## src/rtl/ball_slot_scheduler.sv

```systemverilog
// Falling-ball slot scheduler: per-frame scan (cut, physics, exit), spawn cadence, score/lives.
// Optional BALL_SLOT_COMBO_EN: every cut after the first in the same frame scores +2.
module ball_slot_scheduler #(
   parameter int unsigned NUM_BALLS    = 4,
   parameter int unsigned SCREEN_W     = 640,
   parameter int unsigned SCREEN_H     = 480,
   parameter int unsigned HIT_R        = 24,
   parameter int unsigned SPAWN_PERIOD = 60,
   parameter int unsigned GRAVITY      = 1,
   parameter int unsigned IW           = $clog2(NUM_BALLS)
) (
   input  logic          i_clk,
   input  logic          i_rst_n,
   input  logic          i_start,
   input  logic          i_frame_end,
   input  logic          i_blade_valid,
   input  logic [10:0]   i_blade_x,
   input  logic [10:0]   i_blade_y,
   input  logic [15:0]   i_rand,
   input  logic [IW-1:0] i_rd_idx,
   output logic [10:0]   o_rd_x,
   output logic [10:0]   o_rd_y,
   output logic          o_rd_alive,
   output logic          o_busy,
   output logic          o_update_done,
   output logic [20:0]   o_score,
   output logic [1:0]    o_life,
   output logic          o_game_over
);

   localparam int unsigned FW = (SPAWN_PERIOD > 1) ? $clog2(SPAWN_PERIOD) : 1;
   localparam logic [20:0] SCORE_MAX = '1;
   localparam logic signed [11:0] HIT_R_S = 12'(HIT_R);
   localparam logic signed [11:0] SW_S    = 12'(SCREEN_W);
   localparam logic signed [11:0] SH_S    = 12'(SCREEN_H);
   localparam logic signed [7:0]  GRAV_S  = 8'(GRAVITY);

   typedef enum logic [1:0] {StIdle, StScan, StSpawn, StDone} state_e;

   state_e               state_q, state_d;
   logic [10:0]          x_q  [NUM_BALLS];
   logic [10:0]          x_d  [NUM_BALLS];
   logic [10:0]          y_q  [NUM_BALLS];
   logic [10:0]          y_d  [NUM_BALLS];
   logic [5:0]           vx_q [NUM_BALLS];
   logic [5:0]           vx_d [NUM_BALLS];
   logic [5:0]           vy_q [NUM_BALLS];
   logic [5:0]           vy_d [NUM_BALLS];
   logic [NUM_BALLS-1:0] alive_q, alive_d;
   logic [IW-1:0]        idx_q, idx_d;
   logic [20:0]          score_q, score_d;
   logic [1:0]           life_q, life_d;
   logic                 game_over_q, game_over_d;
   logic [FW-1:0]        frame_cnt_q, frame_cnt_d;
`ifdef BALL_SLOT_COMBO_EN
   logic [IW:0]          cut_cnt_q, cut_cnt_d;
`endif

   // Datapath for the slot currently addressed by the scan index.
   logic signed [11:0] cur_x, cur_y, dx, dy, adx, ady, nx, ny;
   logic signed [7:0]  vy_inc, nvy;
   logic               cut, exits;
   logic [20:0]        score_inc;
   logic               found;
   logic [IW-1:0]      free_idx;
   logic [10:0]        spawn_x;
   logic [5:0]         spawn_vx, spawn_vy;

   always_comb begin
      cur_x  = $signed({1'b0, x_q[idx_q]});
      cur_y  = $signed({1'b0, y_q[idx_q]});
      dx     = $signed({1'b0, i_blade_x}) - cur_x;
      dy     = $signed({1'b0, i_blade_y}) - cur_y;
      adx    = (dx < 12'sd0) ? -dx : dx;
      ady    = (dy < 12'sd0) ? -dy : dy;
      cut    = i_blade_valid && (adx <= HIT_R_S) && (ady <= HIT_R_S);
      nx     = cur_x + $signed({{6{vx_q[idx_q][5]}}, vx_q[idx_q]});
      ny     = cur_y + $signed({{6{vy_q[idx_q][5]}}, vy_q[idx_q]});
      vy_inc = $signed({{2{vy_q[idx_q][5]}}, vy_q[idx_q]}) + GRAV_S;
      nvy    = (vy_inc > 8'sd31) ? 8'sd31 : vy_inc;
      // Ball hitting the top edge stops there and starts falling from rest.
      if (ny < 12'sd0) begin
         ny  = 12'sd0;
         nvy = 8'sd0;
      end
      exits  = (nx < 12'sd0) || (nx >= SW_S) || (ny >= SH_S);
   end

   always_comb begin
      found    = 1'b0;
      free_idx = '0;
      for (int i = NUM_BALLS - 1; i >= 0; i--) begin
         if (!alive_q[i]) begin
            found    = 1'b1;
            free_idx = IW'(i);
         end
      end
      spawn_x  = 11'd64 + {2'b00, i_rand[8:0]};
      spawn_vx = {{2{i_rand[12]}}, i_rand[12:9]};
      spawn_vy = 6'd0 - (6'd16 + {3'b000, i_rand[15:13]});
   end

`ifdef BALL_SLOT_COMBO_EN
   assign score_inc = (cut_cnt_q != '0) ? 21'd2 : 21'd1;
`else
   assign score_inc = 21'd1;
`endif

   always_comb begin
      state_d     = state_q;
      x_d         = x_q;
      y_d         = y_q;
      vx_d        = vx_q;
      vy_d        = vy_q;
      alive_d     = alive_q;
      idx_d       = idx_q;
      score_d     = score_q;
      life_d      = life_q;
      game_over_d = game_over_q;
      frame_cnt_d = frame_cnt_q;
`ifdef BALL_SLOT_COMBO_EN
      cut_cnt_d   = cut_cnt_q;
`endif

      case (state_q)
         StIdle: begin
`ifdef BALL_SLOT_COMBO_EN
            cut_cnt_d = '0;
`endif
            if (i_frame_end && !game_over_q) begin
               state_d = StScan;
               idx_d   = '0;
            end
         end
         StScan: begin
            if (idx_q == IW'(NUM_BALLS - 1)) state_d = StSpawn;
            else                             idx_d   = idx_q + 1'b1;
            if (alive_q[idx_q]) begin
               if (cut) begin
                  alive_d[idx_q] = 1'b0;
                  score_d = (score_q > SCORE_MAX - score_inc) ? SCORE_MAX : score_q + score_inc;
`ifdef BALL_SLOT_COMBO_EN
                  cut_cnt_d = cut_cnt_q + 1'b1;
`endif
               end else if (exits) begin
                  alive_d[idx_q] = 1'b0;
                  life_d         = life_q - 2'd1;
                  if (life_q == 2'd1) begin
                     game_over_d = 1'b1;
                     state_d     = StDone;
                  end
               end else begin
                  x_d[idx_q]  = nx[10:0];
                  y_d[idx_q]  = ny[10:0];
                  vy_d[idx_q] = nvy[5:0];
               end
            end
         end
         StSpawn: begin
            state_d = StDone;
            if (frame_cnt_q == FW'(SPAWN_PERIOD - 1)) begin
               frame_cnt_d = '0;
               if (found) begin
                  x_d[free_idx]     = spawn_x;
                  y_d[free_idx]     = 11'(SCREEN_H - 1);
                  vx_d[free_idx]    = spawn_vx;
                  vy_d[free_idx]    = spawn_vy;
                  alive_d[free_idx] = 1'b1;
               end
            end else begin
               frame_cnt_d = frame_cnt_q + 1'b1;
            end
         end
         StDone:  state_d = StIdle;
         default: state_d = StIdle;
      endcase

      // Restart wins over everything, including an update in flight.
      if (i_start) begin
         state_d     = StIdle;
         alive_d     = '0;
         idx_d       = '0;
         score_d     = '0;
         life_d      = 2'd3;
         game_over_d = 1'b0;
         frame_cnt_d = '0;
         for (int i = 0; i < NUM_BALLS; i++) begin
            x_d[i]  = '0;
            y_d[i]  = '0;
            vx_d[i] = '0;
            vy_d[i] = '0;
         end
`ifdef BALL_SLOT_COMBO_EN
         cut_cnt_d = '0;
`endif
      end
   end

   always_ff @(posedge i_clk or negedge i_rst_n) begin
      if (!i_rst_n) begin
         state_q     <= StIdle;
         alive_q     <= '0;
         idx_q       <= '0;
         score_q     <= '0;
         life_q      <= 2'd3;
         game_over_q <= 1'b0;
         frame_cnt_q <= '0;
         for (int i = 0; i < NUM_BALLS; i++) begin
            x_q[i]  <= '0;
            y_q[i]  <= '0;
            vx_q[i] <= '0;
            vy_q[i] <= '0;
         end
`ifdef BALL_SLOT_COMBO_EN
         cut_cnt_q   <= '0;
`endif
      end else begin
         state_q     <= state_d;
         alive_q     <= alive_d;
         idx_q       <= idx_d;
         score_q     <= score_d;
         life_q      <= life_d;
         game_over_q <= game_over_d;
         frame_cnt_q <= frame_cnt_d;
         x_q         <= x_d;
         y_q         <= y_d;
         vx_q        <= vx_d;
         vy_q        <= vy_d;
`ifdef BALL_SLOT_COMBO_EN
         cut_cnt_q   <= cut_cnt_d;
`endif
      end
   end

   assign o_rd_x        = x_q[i_rd_idx];
   assign o_rd_y        = y_q[i_rd_idx];
   assign o_rd_alive    = alive_q[i_rd_idx];
   assign o_busy        = (state_q != StIdle);
   assign o_update_done = (state_q == StDone);
   assign o_score       = score_q;
   assign o_life        = life_q;
   assign o_game_over   = game_over_q;

endmodule

```

## config.mk

```make
export PLATFORM = sky130hd
export DESIGN_NAME = ball_slot_scheduler
export DESIGN_NICKNAME = d
export VERILOG_FILES = /design/src/rtl/ball_slot_scheduler.sv
export SDC_FILE = /design/constraint.sdc
export NUM_CORES = 1
export LEC_CHECK = 0
export ABC_AREA = 1
export CAP_MARGIN = 15
export CORE_MARGIN = 8
export CORE_UTILIZATION = 35
export CTS_CLUSTER_DIAMETER = 50
export CTS_CLUSTER_SIZE = 14
export DETAILED_ROUTE_END_ITERATION = 8
export HOLD_SLACK_MARGIN = 0.12
export PLACE_DENSITY = 0.59
export SYNTH_ARGS = -nofsm -noshare
export SYNTH_HDL_FRONTEND = slang
export SYNTH_SLANG_ARGS = --single-unit
export TNS_END_PERCENT = 50
```

## constraint.sdc

```tcl
create_clock -name i_clk -period 5.3 [get_ports i_clk]
set_input_delay 1.59 -clock i_clk [delete_from_list [all_inputs] [get_ports i_clk]]
set_output_delay 1.59 -clock i_clk [all_outputs]
set_load 0.005 [all_outputs]
```

==> results.sh <==
export IMPL_rsz0062_at_grt="false"
export IMPL_syn_area_sq_um=13400
export IMPL_cp_start_kind="primary input"
export IMPL_drtPass1Iterations=6
export IMPL_ios=94
export IMPL_holdBufCountCts=0
export IMPL_tns_ps=0
export IMPL_h_tree_depth=4
export IMPL_grt_max_degree=75
export IMPL_r2r_end="vy_q[14]$_DFFE_PN0P_"
export IMPL_yosysWarningCount=0
export IMPL_drv_slew=0
export IMPL_io_buffers=93
export IMPL_outcome="finished, final reports clean"
export IMPL_p_seq_share_pct=27.5
export IMPL_globalRouteOverflowTotal=0
export IMPL_layout_cells_non_filler=2598
export IMPL_ys_ff_latch=166
export IMPL_swShare_pct=45.0
export IMPL_pwr_share_comb_pct=47.6
export IMPL_synth_cells=2006
export IMPL_synth_cell_type_count=55
export IMPL_grt_pass1_vias=13500
export IMPL_fin_nets=2180
export IMPL_wl_per_cell_microns=18.1
export IMPL_switching_power_mw=2.43
export IMPL_die_w_microns=212
export IMPL_synth_flop_cell="dfrtp_1"
export IMPL_area_growth_pct=15.8
export IMPL_maxCapViolations=0
export IMPL_dp_cells=2566
export IMPL_synthTopCellsByArea="dfrtp_1 (31%), nand2_1 (16%), o21ai_0 (6.6%), inv_1 (6.0%), nand4_1 (5.4%)"
export IMPL_holdPathEnd="vy_q[20]$_DFFE_PN0P_"
export IMPL_max_slew_margin_pct=27.7
export IMPL_antenna_found_initial=1
export IMPL_holdWs_ps=476
export IMPL_drt_iter0_drc=1507
export IMPL_post_synth_top_count_cell="nand2_1"
export IMPL_cts_tree="yes"
export IMPL_avgSynthCellArea_sq_um=6.69
export IMPL_ir_worst_vdd_mv=0.223
export IMPL_die_area_sq_um=44900
export IMPL_p_clk_share_pct=24.9
export IMPL_gp_congestion=0.935
export IMPL_cts_root_buffer="clkbuf_16"
export IMPL_worstSkewPairLatency_ps=460
export IMPL_path_delay_family="buffers and inverters"
export IMPL_dr_total_vias=14300
export IMPL_register_area_sq_um=4160
export IMPL_fin_crit_sh_pct=97.9
export IMPL_grt_use_total_pct=20.8
export IMPL_cp_arrival_ps=3600
export IMPL_num_rows=71
export IMPL_synth_top_area_share_pct=30.6
export IMPL_grt_first_pass_wirelength_mm=74.6
export IMPL_start_util_pct=35.5
export IMPL_drt_antenna_violating_nets=0
export IMPL_die_h_microns=212
export IMPL_min_path_cells=2
export IMPL_synth_largest_area_cell="dfrtp_1"
export IMPL_path_cells="clkdlybuf4s50_1 -> clkinvlp_4 -> o21ai_0 -> a21oi_1 -> a21oi_1 -> buf_4 -> clkdlybuf4s50_1"
export IMPL_diodes=0
export IMPL_drc=0
export IMPL_syn_num_nets=2112
export IMPL_slowest_delay_ps=530
export IMPL_finalSetupViolations=0
export IMPL_worst_pin_slew_ps=1080
export IMPL_crit_required_ps=3710
export IMPL_fmax_mhz=193
export IMPL_async_flop_share_pct=100
export IMPL_power_density_nw_per_um2=347
export IMPL_core_sq_um=37800
export IMPL_crit_slowest_cell="clkdlybuf4s50_1"
export IMPL_cts_sinks=166
export IMPL_vias_per_cell=5.51
export IMPL_worstRegToRegCells=23
export IMPL_yosysSeqAreaShare_pct=31.0
export IMPL_clkTransAtPathRegs_ps=70
export IMPL_critPathBufInv=4
export IMPL_multi_input_area_sq_um=7870
export IMPL_fillers=3945
export IMPL_worstHoldStart="vy_q[20]$_DFFE_PN0P_"
export IMPL_synth_commonest_cells="nand2_1 (588), inv_1 (213), o21ai_0 (176)"
export IMPL_layout_drive_gt1_share_pct=7.33
export IMPL_cts_inserted_buffers=17
export IMPL_worstSetupEndpointType="output pin"
export IMPL_routed_wl_mm=47.0
export IMPL_hold_violations=0
export IMPL_p_leak_nw=7.41
export IMPL_internal_power_mw=2.97
export IMPL_period_minus_slack_ps=5190
export IMPL_synth_edf_count=0
export IMPL_dpl_hpwl_mm=34.2
export IMPL_cp_max_fo=10
export IMPL_hp_class="flip-flop to flip-flop"
export IMPL_critical_path_class="primary input to output pin"
export IMPL_r2r_start="idx_q[1]$_DFFE_PN0P_"
export IMPL_fin_util_pct=41.2
export IMPL_clock_path_buffers=2
export IMPL_r2r_slack_ps=520
export IMPL_skew_ps=14.4
-- tightest hold or removal path: stages, from the launching register on --
cell and delay [ps]:
dfrtp_1 340, nand2_1 50, nand2_1 50
-- logic make-up (layout without fill, tap and decap cells) --
family | Yosys count | count (layout) | synth area share, %
buffers and inverters | 326 | 407 | 10.5
XOR/XNOR | 30 | 30 | 2.15
flip-flops | 166 | 166 | 31.0
AND/OR/NAND/NOR | 1021 | 1021 | 33.3
AO/OA/AOI/OAI | 402 | 402 | 17.2
adder cells (fa/ha/maj) | 61 | 61 | 5.91
-- metrics by stage --
stage          setup WS, ps  power, mW  instance area (sq um)
6_report                112       5.40                  15500
5_1_grt                7.71       5.78                  15500
4_1_cts                 157       5.39                  15500
3_5_place_dp           11.6       4.04                  14900
3_3_place_gp           20.5       4.01                  14900
2_1_floorplan          1130       3.30                  13400
-- how the worst max path moves through the flow --
stage | from | end | slack [ps] | depth (start not counted)
final | i_rd_idx[1] | o_rd_alive | 110 | 7
after detailed placement | i_blade_x[0] | o_score[17]$_DFFE_PN0P_ | 10 | 21
after CTS | i_rd_idx[1] | o_rd_y[5] | 160 | 6
after global routing | i_rd_idx[1] | o_rd_alive | 8 | 7
after floorplan | i_rd_idx[0] | o_rd_x[2] | 1130 | 6
after global placement | i_blade_x[0] | o_score[16]$_DFFE_PN0P_ | 20 | 21
-- layout by cell type, fill, tap and decap left out, types with 4 or more instances in the layout --
| cell | Yosys | layout |
|---|---|---|
| inv_6 | 0 | 5 |
| nor2_1 | 149 | 148 |
| nor2_2 | 9 | 10 |
| ha_1 | 57 | 57 |
| buf_12 | 1 | 5 |
| buf_4 | 2 | 47 |
| clkinvlp_4 | 0 | 4 |
| or2_2 | 4 | 4 |
| nand3_1 | 101 | 101 |
| nand3b_1 | 7 | 7 |
| clkinv_1 | 4 | 4 |
| dfrtp_1 | 164 | 163 |
| inv_1 | 213 | 211 |
| o211ai_1 | 8 | 8 |
| a21oi_1 | 76 | 76 |
| o21ai_0 | 176 | 176 |
| xor2_1 | 21 | 21 |
| o22ai_1 | 77 | 77 |
| clkbuf_16 | 0 | 17 |
| nand4_1 | 115 | 115 |
| xnor2_1 | 7 | 7 |
| inv_2 | 12 | 13 |
| o21ai_1 | 20 | 20 |
| nand3_2 | 5 | 5 |
| nand2_2 | 14 | 14 |
| a32oi_1 | 22 | 22 |
| nand2_1 | 588 | 588 |
| nor3_1 | 17 | 17 |
| o32ai_1 | 4 | 4 |
| fa_1 | 4 | 4 |
| clkdlybuf4s50_1 | 0 | 92 |
-- registers in the layout, summed over array words and instances (netlist names), 2 cells and up --
register	count
state_q	2
vx_q	16
x_q	44
y_q	44
o_life	2
o_score	21
vy_q	24
idx_q	2
alive_q	4
frame_cnt_q	6
-- layer usage --
layer	share of wire, %	GRT usage (%)
met3	8.5	4.54
met2	44	31.7
met5	0.019	0
met4	1.9	6.30
met1	46	29.1
-- power groups by stage --
stage / clock network, mW / registers [mW] / logic (mW)
4_1_cts: 1.37 / 1.48 / 2.55
5_1_grt: 1.41 / 1.50 / 2.88
3_3_place_gp: 0 / 1.50 / 2.51
6_report: 1.35 / 1.48 / 2.57
3_5_place_dp: 0 / 1.50 / 2.54
2_1_floorplan: 0 / 1.46 / 1.84
-- timing repair --
action / CTS / global route
hold endpoints to repair: 0 / 0
resized for setup: 0 / 2
buffers inserted: 0 / 0
setup endpoints to repair: 0 / 11
-- layout make-up --
| cell class | count | share of cell area [%] |
|---|---|---|
| clock buffer | 17 | 2.74 |
| clock inverter | 15 | 1.22 |
| inverter | 230 | 5.60 |
| multi-input combinational | 1514 | 50.7 |
| sequential | 166 | 26.8 |
| tap | 511 | 4.11 |
| timing repair buffer | 145 | 8.91 |
(Power assumes the default switching activity.)
